## src/rtl/game_flow_controller.sv

```systemverilog
// Game-flow sequencer for the pinball design: attract, level load/play/clear, pause, game over and win screens.
// Optional pause support is compiled in when GAME_FLOW_PAUSE_EN is defined.
module game_flow_controller #(
  parameter int unsigned LIFE_W       = 4,
  parameter int unsigned NUM_LEVELS   = 3,
  parameter int unsigned CLEAR_CYCLES = 50_000_000,
  parameter int unsigned OVER_CYCLES  = 150_000_000
) (
  input  logic              clk,
  input  logic              resetN,
  input  logic              start_key,
  input  logic              pause_key,
  input  logic [LIFE_W-1:0] life,
  input  logic              level_done,
  output logic              start,
  output logic              game_end,
  output logic              paused,
  output logic              win,
  output logic              level_load,
  output logic [3:0]        level
);

  localparam int unsigned MAX_CYCLES = (CLEAR_CYCLES > OVER_CYCLES) ? CLEAR_CYCLES : OVER_CYCLES;
  localparam int unsigned TW         = (MAX_CYCLES > 0) ? $clog2(MAX_CYCLES + 1) : 1;

  localparam logic [TW-1:0] CLEAR_LAST = TW'(CLEAR_CYCLES - 1);
  localparam logic [TW-1:0] OVER_LAST  = TW'((OVER_CYCLES == 0) ? 0 : OVER_CYCLES - 1);
  localparam logic [3:0]    LEVEL_LAST = 4'(NUM_LEVELS - 1);

  localparam logic [2:0] S_IDLE  = 3'd0;
  localparam logic [2:0] S_LOAD  = 3'd1;
  localparam logic [2:0] S_PLAY  = 3'd2;
  localparam logic [2:0] S_CLEAR = 3'd3;
  localparam logic [2:0] S_OVER  = 3'd5;
  localparam logic [2:0] S_WIN   = 3'd6;
`ifdef GAME_FLOW_PAUSE_EN
  localparam logic [2:0] S_PAUSE = 3'd4;
`endif

  logic [2:0]    state, state_nxt;
  logic [TW-1:0] timer, timer_nxt, timer_inc;
  logic [3:0]    level_nxt;
  logic          start_key_d;
  logic          start_rise;

  assign start_rise = start_key & ~start_key_d;

`ifdef GAME_FLOW_PAUSE_EN
  logic pause_key_d;
  logic pause_rise;

  assign pause_rise = pause_key & ~pause_key_d;

  always_ff @(posedge clk or negedge resetN) begin
    if (!resetN) pause_key_d <= 1'b0;
    else         pause_key_d <= pause_key;
  end
`else
  logic unused_pause_key;
  assign unused_pause_key = pause_key;
`endif

  // Timer saturates instead of wrapping, so a stay-forever OVER/WIN never aliases a timeout.
  assign timer_inc = (timer == '1) ? timer : timer + TW'(1);

  always_comb begin
    state_nxt = state;
    timer_nxt = timer;
    level_nxt = level;
    case (state)
      S_IDLE: begin
        if (start_rise) begin
          state_nxt = S_LOAD;
          level_nxt = '0;
        end
      end
      S_LOAD: state_nxt = S_PLAY;
      S_PLAY: begin
        if (life == '0) begin
          state_nxt = S_OVER;
          timer_nxt = '0;
        end else if (level_done) begin
          state_nxt = (level == LEVEL_LAST) ? S_WIN : S_CLEAR;
          timer_nxt = '0;
        end
`ifdef GAME_FLOW_PAUSE_EN
        else if (pause_rise) begin
          state_nxt = S_PAUSE;
        end
`endif
      end
      S_CLEAR: begin
        if (timer == CLEAR_LAST) begin
          state_nxt = S_LOAD;
          level_nxt = (level < LEVEL_LAST) ? level + 4'd1 : level;
        end else begin
          timer_nxt = timer_inc;
        end
      end
`ifdef GAME_FLOW_PAUSE_EN
      S_PAUSE: begin
        if (pause_rise) state_nxt = S_PLAY;
      end
`endif
      S_OVER, S_WIN: begin
        // Level returns to 0 with the attract screen so IDLE shows all-zero outputs.
        if ((OVER_CYCLES != 0) && (timer == OVER_LAST)) begin
          state_nxt = S_IDLE;
          level_nxt = '0;
        end else begin
          timer_nxt = timer_inc;
        end
      end
      default: state_nxt = S_IDLE;
    endcase
  end

  always_ff @(posedge clk or negedge resetN) begin
    if (!resetN) begin
      state       <= S_IDLE;
      timer       <= '0;
      level       <= '0;
      start_key_d <= 1'b0;
    end else begin
      state       <= state_nxt;
      timer       <= timer_nxt;
      level       <= level_nxt;
      start_key_d <= start_key;
    end
  end

  assign start      = (state != S_IDLE);
  assign game_end   = (state == S_OVER) || (state == S_WIN);
  assign win        = (state == S_WIN);
  assign level_load = (state == S_LOAD);
`ifdef GAME_FLOW_PAUSE_EN
  assign paused     = (state == S_PAUSE);
`else
  assign paused     = 1'b0;
`endif

endmodule

```

## config.mk

```make
export PLATFORM = sky130hd
export DESIGN_NAME = game_flow_controller
export DESIGN_NICKNAME = d
export VERILOG_FILES = /design/src/rtl/game_flow_controller.sv
export SDC_FILE = /design/constraint.sdc
export NUM_CORES = 1
export LEC_CHECK = 0
export CAP_MARGIN = 10
export CORE_MARGIN = 3
export CORE_UTILIZATION = 48
export CTS_CLUSTER_DIAMETER = 30
export CTS_CLUSTER_SIZE = 24
export DETAILED_ROUTE_END_ITERATION = 10
export PLACE_DENSITY = 0.78
export SKIP_LAST_GASP = 1
export SYNTH_ARGS = -nofsm -noshare
export SYNTH_HDL_FRONTEND = slang
export SYNTH_SLANG_ARGS = --single-unit
```

## constraint.sdc

```tcl
create_clock -name clk -period 2.4 [get_ports clk]
set_clock_uncertainty 0.1 [all_clocks]
set_input_delay 0.48 -clock clk [delete_from_list [all_inputs] [get_ports clk]]
set_output_delay 0.48 -clock clk [all_outputs]
set_load 0.01 [all_outputs]
```

==> results.yml, run 1 <==
timing:
  post-route-worst-setup-slack_ns: -0.1312
  final_max_slew_viol_count: 0
  setup_viol: 31
  max-slew-margin-rel_pct: 44.72
  final_period_minus_worst_setup_slack_ns: 2.531
  setup-tns-final_ns: -2.843
  post-route-period-util_pct: 105.5
  grt_setup_unrepaired: "yes"
  timing.fmax_ghz: 0.3951
  hold_slack_ns: 0.1841
  max_slew.worst_pin.slew_ns: 0.8292
  finalHoldViolCount: 0
logic_synthesis:
  post_synth_fa_ha_maj_area_fraction_pct: 1.596
  synth_top_area_cell: "sky130_fd_sc_hd__dfrtp_1"
  post_synthesis_compound_gate_area_fraction_pct: 26.44
  synth_nets: 284
  synth_warnings: 0
  post_synthesis_instance_total: 272
  synth_cell_types: 43
  synth_top_family_by_area: "compound AO/OA/AOI/OAI gates"
  synth_largest_type_area_fraction_pct: 38.30
  synth-xor-area-share_pct: 0.3723
  synth.avg_cell_area_um2: 8.648
  asyncSetResetFlopFracSynth_pct: 100.0
  synth-seq-area-share_pct: 38.30
  synth_simple_gate_area_share_pct: 25.64
  synth_enable_flop_cells: 0
  synth_flop_cell: "sky130_fd_sc_hd__dfrtp_1"
  muxShareOfSynthArea_pct: 0.9574
  ys_top_cells_by_area: "sky130_fd_sc_hd__dfrtp_1 (38%), sky130_fd_sc_hd__o31ai_1 (13%), sky130_fd_sc_hd__nand2_1 (4.3%), sky130_fd_sc_hd__nand4_1 (3.2%), sky130_fd_sc_hd__o41ai_1 (3.0%)"
  synth_register_bits: 36
  synth.cell_area_um2: 2352
outcome:
  status: "finished with violations"
  failed_checks: "setup timing"
setup_path:
  r2r_slack_ns: -0.13
  r2r_end: "timer[26]"
  crit_path_frequent_cell: "sky130_fd_sc_hd__or4_4"
  max_fo_critical_path: 7
  timing.rr.start: "timer[18]"
  required_ns: 2.46
  path_cells: "or4_4 -> or4_4 -> o41ai_4 -> or3_4 -> clkbuf_16 -> o31ai_2"
  timing.critical_path.to_type: "register"
  worst-endpoint-arrival_ns: 2.59
  timing.critical_path.slowest_stage_cell: "sky130_fd_sc_hd__or4_4"
  worst_setup_path_start_kind: "register"
  r2r.worst_path.cells: 6
  max_stage_delay_ns: 0.53
  crit_type: "reg -> reg"
placed_design:
  gp_congestion: 0.9101
  detailed_place_hpwl_mm: 4.228
  placedInstanceArea_um2: 2751
  port_buffers: 15
  place.detailed.instances: 363
clock_network:
  max-clock-path-buffers: 2
  cts.root.buffer_cell: "sky130_fd_sc_hd__clkbuf_8"
  clk_latency_ns: 0.29
  tritoncts: "done"
  clkSlewWorstSetupHoldPaths_ns: 0.07
  numCtsBuffers: 5
  numClockSinks: 36
  cts-htree-levels: 2
  cts_hold_repair.buffers: 0
cells_and_area:
  fin_cells: 383
  filler_cell_count: 311
  nets: 329
  drive_gt1_share_pct: 32.70
  final-seq-area_um2: 903.4
  postLayoutCellArea_um2: 3309
  multi_input_comb_area_um2: 1627
  areaGrowthSynthToFinish_pct: 40.69
  diodes: 0
  post-route-util_pct: 72.99
floorplan:
  die_w_um: 76.01
  rows: 24
  dieArea_um2: 5777
  core-area_um2: 4534
  pin_count: 18
  chipHeight_um: 76.01
  starting_density_pct: 51.88
routing:
  via_count: 2482
  detail-route-antenna-nets: 0
  wl_per_cell_um: 18.76
  drt_pre_antenna_iters: 5
  drt_wl_total_mm: 7.185
  drt-vias-per-instance: 6.480
  drtIter0Drc: 186
  post-route-drc-count: 0
global_routing:
  grt_pass1_wl_mm: 10.47
  globalRouteTotalUtil_pct: 21.82
  antenna_found_initial: 0
  grt_max_degree: 37
  overflow: 0
  grt_pass1_vias: 2150
power:
  p_per_area_nw_per_um2: 809.8
  p_leak_nw: 1.401
  ir_drop_v: 0.0005584
run:
  maxCapViolations: 0
hold_path:
  worstHoldPathType: "in -> async"
layout make-up:
type	count	share of cell area [%]
Multi-Input combinational cell	205	49.15
Timing Repair Buffer	61	17.47
Clock buffer	8	2.722
Sequential cell	36	27.30
Inverter	8	0.9074
Tap cell	65	2.457
routing by layer:
layer | share of wire (%) | wire length [um] | GRT usage (%)
met1 | 42 | 2995 | 30.46
met2 | 49 | 3493 | 34.75
met3 | 6.5 | 467 | 4.137
met4 | 3.2 | 228 | 6.159
met5 | 0 | 0 | 0
Yosys cell counts (5+ instances only):
library cell	instances
sky130_fd_sc_hd__o31ai_1	42
sky130_fd_sc_hd__nand3_1	5
sky130_fd_sc_hd__and3_1	5
sky130_fd_sc_hd__clkbuf_1	14
sky130_fd_sc_hd__nor2b_1	5
sky130_fd_sc_hd__nor4_1	9
sky130_fd_sc_hd__inv_1	8
sky130_fd_sc_hd__nand4_1	12
sky130_fd_sc_hd__dfrtp_1	36
sky130_fd_sc_hd__nor3_1	5
sky130_fd_sc_hd__nand2_1	27
sky130_fd_sc_hd__a21oi_1	13
sky130_fd_sc_hd__o41ai_1	8
sky130_fd_sc_hd__nor2_1	18
worst max-delay path by stage:
stage                          from   endpoint  slack (ns)  cells after the start
final                     timer[18]  timer[26]       -0.13                      6
after global routing       timer[0]  timer[27]       -0.18                      8
after CTS                 timer[18]  timer[17]       -0.04                      7
after detailed placement    life[1]  timer[25]       -0.37                      8
after global placement      life[1]  timer[22]       -0.31                      8
after floorplan           timer[16]  timer[11]        0.01                      8
metrics by stage:
stage,total power (W),setup slack [ns]
floorplan,0.001486,0.009829
global placement,0.001807,-0.3102
detailed placement,0.001823,-0.3740
CTS,0.002279,-0.04114
global route,0.002834,-0.1770
finish,0.002680,-0.1312
worst max-delay path, delay by kind of cell (launching register included):
kind | cells | cell delay [ns]
AND/OR/NAND/NOR | 3 | 1.30
buffers and inverters | 1 | 0.20
flip-flops | 1 | 0.39
AO/OA/AOI/OAI | 2 | 0.40
power by group:
part | internal [W] | switching (W)
Sequential | 0.000661 | 0.0000640
Combinational | 0.000637 | 0.000869
Clock | 0.000234 | 0.000215
Total | 0.00153 | 0.00115
kinds of logic after synthesis:
| group | Yosys count |
|---|---|
| xor+xnor | 1 |
| mux | 2 |
| flops | 36 |
| other cells | 1 |
| fa+ha+maj | 3 |
| compound gates | 87 |
| buf+inv | 31 |
| simple gates | 111 |
flip-flops by register name, indices dropped and copies added, names as in the netlist:
register / count
level: 4
timer: 28
state: 3
start_key_d: 1
cells in the final DEF (no fill, tap or decap), types with 3 or more instances in the layout:
cell type | netlist | routed
sky130_fd_sc_hd__buf_4 | 3 | 38
sky130_fd_sc_hd__dfrtp_1 | 36 | 34
sky130_fd_sc_hd__nand2_1 | 27 | 27
sky130_fd_sc_hd__o31ai_1 | 42 | 22
sky130_fd_sc_hd__nor2_1 | 18 | 18
sky130_fd_sc_hd__o31ai_2 | 0 | 14
sky130_fd_sc_hd__clkdlybuf4s50_1 | 0 | 14
sky130_fd_sc_hd__a21oi_1 | 13 | 13
sky130_fd_sc_hd__nand4_1 | 12 | 12
sky130_fd_sc_hd__inv_1 | 8 | 8
sky130_fd_sc_hd__o31ai_4 | 0 | 6
sky130_fd_sc_hd__o41ai_2 | 1 | 6
sky130_fd_sc_hd__clkbuf_8 | 0 | 6
sky130_fd_sc_hd__and3_1 | 5 | 5
sky130_fd_sc_hd__nand3_1 | 5 | 5
sky130_fd_sc_hd__nor2b_1 | 5 | 5
sky130_fd_sc_hd__nand2b_1 | 4 | 4
sky130_fd_sc_hd__and4_1 | 4 | 4
sky130_fd_sc_hd__nor4_2 | 0 | 4
sky130_fd_sc_hd__a31oi_1 | 4 | 4
sky130_fd_sc_hd__o21ai_0 | 4 | 4
sky130_fd_sc_hd__o21ai_2 | 0 | 4
sky130_fd_sc_hd__nor3_1 | 5 | 4
sky130_fd_sc_hd__or3_1 | 4 | 3
sky130_fd_sc_hd__or4_1 | 4 | 3
sky130_fd_sc_hd__nor4_1 | 9 | 3
sky130_fd_sc_hd__nor3b_1 | 3 | 3
sky130_fd_sc_hd__buf_12 | 0 | 3
timing repair:
action,4_1_cts,5_1_grt
endpoints found under the setup margin,23,32
gates resized for setup,2,53
cloned,0,3
pin swaps,1,10
setup buffers,0,9
Power figures use the tool's default switching activity.
==> inputs of run 2 (changes only) <==
--- a/config.mk
+++ b/config.mk
@@ -13,6 +13,7 @@
 export DETAILED_ROUTE_END_ITERATION = 10
 export PLACE_DENSITY = 0.78
 export SKIP_LAST_GASP = 1
+export SLEW_MARGIN = 20
 export SYNTH_ARGS = -nofsm -noshare
 export SYNTH_HDL_FRONTEND = slang
 export SYNTH_SLANG_ARGS = --single-unit
==> results of run 2 <==
Final layout, timing and power as in run 1 (identical DEF).
==> inputs of run 3 (changes only) <==
--- a/config.mk
+++ b/config.mk
@@ -12,8 +12,9 @@
 export CTS_CLUSTER_SIZE = 24
 export DETAILED_ROUTE_END_ITERATION = 10
 export PLACE_DENSITY = 0.78
+export SKIP_CTS_REPAIR_TIMING = 1
 export SKIP_LAST_GASP = 1
-export SLEW_MARGIN = 20
+export SLEW_MARGIN = 30
 export SYNTH_ARGS = -nofsm -noshare
 export SYNTH_HDL_FRONTEND = slang
 export SYNTH_SLANG_ARGS = --single-unit
==> run 3 against run 2 <==
The run still ends with setup timing left; fmax about the same; critical path type unchanged; sequential power is 1% higher; routed wire length shrank 3.4%; final area fell by 3.9%; worst hold slack worse by 0.00095 ns; non-clock buffer count shrank 3; combinational power down 6%; cell count decreased by 0.78%; sequential share of layout area grew 1.1 points; first-iteration DRC count grew 18%; power is 2.9% lower.
==> results.yml, run 3 (synthesis results as in run 1) <==
outcome:
  status: "finished with violations"
  failed_checks: "setup timing"
placed_design:
  detailed_place_hpwl_mm: 4.228
  gp_congestion: 0.9101
  port_buffers: 15
  place.detailed.instances: 363
timing:
  grt_setup_unrepaired: "yes"
  post-route-period-util_pct: 105.4
  setup_viol: 30
  finalHoldViolCount: 0
  final_max_slew_viol_count: 0
  post-route-worst-setup-slack_ns: -0.1306
  max_slew.worst_pin.slew_ns: 0.8335
  hold_slack_ns: 0.1831
  final_period_minus_worst_setup_slack_ns: 2.531
  setup-tns-final_ns: -3.005
  timing.fmax_ghz: 0.3952
  max-slew-margin-rel_pct: 44.43
routing:
  drt_pre_antenna_iters: 5
  drt-vias-per-instance: 6.495
  wl_per_cell_um: 18.26
  detail-route-antenna-nets: 0
  drtIter0Drc: 220
  via_count: 2468
  post-route-drc-count: 0
  drt_wl_total_mm: 6.939
clock_network:
  numClockSinks: 36
  clk_latency_ns: 0.30
  tritoncts: "done"
  numCtsBuffers: 5
  clkSlewWorstSetupHoldPaths_ns: 0.07
  cts.root.buffer_cell: "sky130_fd_sc_hd__clkbuf_8"
  cts-htree-levels: 2
  max-clock-path-buffers: 2
cells_and_area:
  registers.top_by_ff_count: "timer"
  nets: 326
  final_common_cell: "sky130_fd_sc_hd__dfrtp_1"
  layout.cells.most_common_list: "sky130_fd_sc_hd__dfrtp_1 (35), sky130_fd_sc_hd__buf_4 (34), sky130_fd_sc_hd__o31ai_1 (32)"
  drive_gt1_share_pct: 27.94
  largest_reg_flops: 28
  largestRegisters: "timer: 28 flops, level: 4 flops, state: 3 flops"
  diodes: 0
  fin_cells: 380
  final-seq-area_um2: 902.1
  areaGrowthSynthToFinish_pct: 35.16
  filler_cell_count: 351
  post-route-util_pct: 70.12
  multi_input_comb_area_um2: 1509
setup_path:
  r2r.worst_path.cells: 6
  required_ns: 2.47
  crit_path_start: "timer[18]"
  timing.critical_path.to_type: "register"
  r2r_end: "timer[12]"
  worst_setup_path_start_kind: "register"
  max_fo_critical_path: 6
  timing.rr.start: "timer[18]"
  path_cells: "or4_4 -> or4_4 -> o41ai_4 -> or3_4 -> buf_6 -> o41ai_2"
  max_stage_delay_ns: 0.54
  crit_path_frequent_cell: "sky130_fd_sc_hd__or4_4"
  timing.critical_path.slowest_stage_cell: "sky130_fd_sc_hd__or4_4"
  crit_type: "reg -> reg"
  r2r_slack_ns: -0.13
  worst-endpoint-arrival_ns: 2.60
floorplan:
  pin_count: 18
  starting_density_pct: 51.88
  rows: 24
  dieArea_um2: 5777
  chipHeight_um: 76.01
  core-area_um2: 4534
  die_w_um: 76.01
hold_path:
  worstHoldPathType: "in -> async"
run:
  maxCapViolations: 0
global_routing:
  grt_max_degree: 37
  grt_pass1_vias: 2172
  antenna_found_initial: 0
  globalRouteTotalUtil_pct: 22.00
  grt_pass1_wl_mm: 10.53
  overflow: 0
power:
  ir_drop_v: 0.0004352
  p_per_area_nw_per_um2: 818.9
  p_leak_nw: 1.370
==> run 3: cell count changes in the layout (fill, tap and decap cells not counted), moves of 2 or more <==
cell                              previous run  this run
sky130_fd_sc_hd__clkdlybuf4s50_1            14        11
sky130_fd_sc_hd__o31ai_4                     6         1
sky130_fd_sc_hd__buf_4                      38        34
sky130_fd_sc_hd__o31ai_2                    14         9
sky130_fd_sc_hd__o31ai_1                    22        32
sky130_fd_sc_hd__o21ai_1                     0         2
sky130_fd_sc_hd__dlymetal6s2s_1              0         3
sky130_fd_sc_hd__o21ai_2                     4         2
==> run 3: worst max path at each step <==
stage               slack (ns)         to  cells after the start
floorplan                 0.01  timer[11]                      8
global placement         -0.31  timer[22]                      8
detailed placement       -0.37  timer[25]                      8
CTS                      -0.07  timer[24]                      8
global route             -0.16  timer[12]                      6
finish                   -0.13  timer[12]                      6
==> run 3: per-layer routing <==
| layer | vias up | GRT usage (%) | share of wire (%) |
|---|---|---|---|
| met5 | - | 0 | 0 |
| met1 | 1216 | 30.69 | 43 |
| met4 | 0 | 6.703 | 2.1 |
| met2 | 102 | 34.75 | 49 |
| met3 | 17 | 4.255 | 6.2 |
| li1 | 1133 | - | - |
==> run 3: critical path: cells and delay by family (launching register included) <==
family	cells	cell delay, ns
and+or+nand+nor	3	1.30
AOI/OAI and AO/OA	2	0.43
DFF	1	0.40
buffers and inverters	1	0.17
==> run 3: through the flow <==
step | total power (W) | worst slack (ns) | instance area (um^2)
3_3_place_gp | 0.001807 | -0.3102 | 2751
3_5_place_dp | 0.001823 | -0.3740 | 2751
5_1_grt | 0.002763 | -0.1582 | 3179
2_1_floorplan | 0.001486 | 0.009829 | 2376
4_1_cts | 0.002271 | -0.06704 | 2841
6_report | 0.002604 | -0.1306 | 3179
==> run 3: where the power goes <==
part	leakage, nW	internal [W]	switching [W]
clock	0.0455	0.000234	0.000216
sequential	0.492	0.000661	0.0000710
combinational	0.833	0.000618	0.000803
==> run 3: final cells by class <==
class                   instances  area share [%]
multi-input cells             205           47.46
repair buffers                 58           17.83
well taps                      65           2.558
flip-flops and latches         36           28.37
inverters                       8          0.9445
clock buffers                   8           2.834
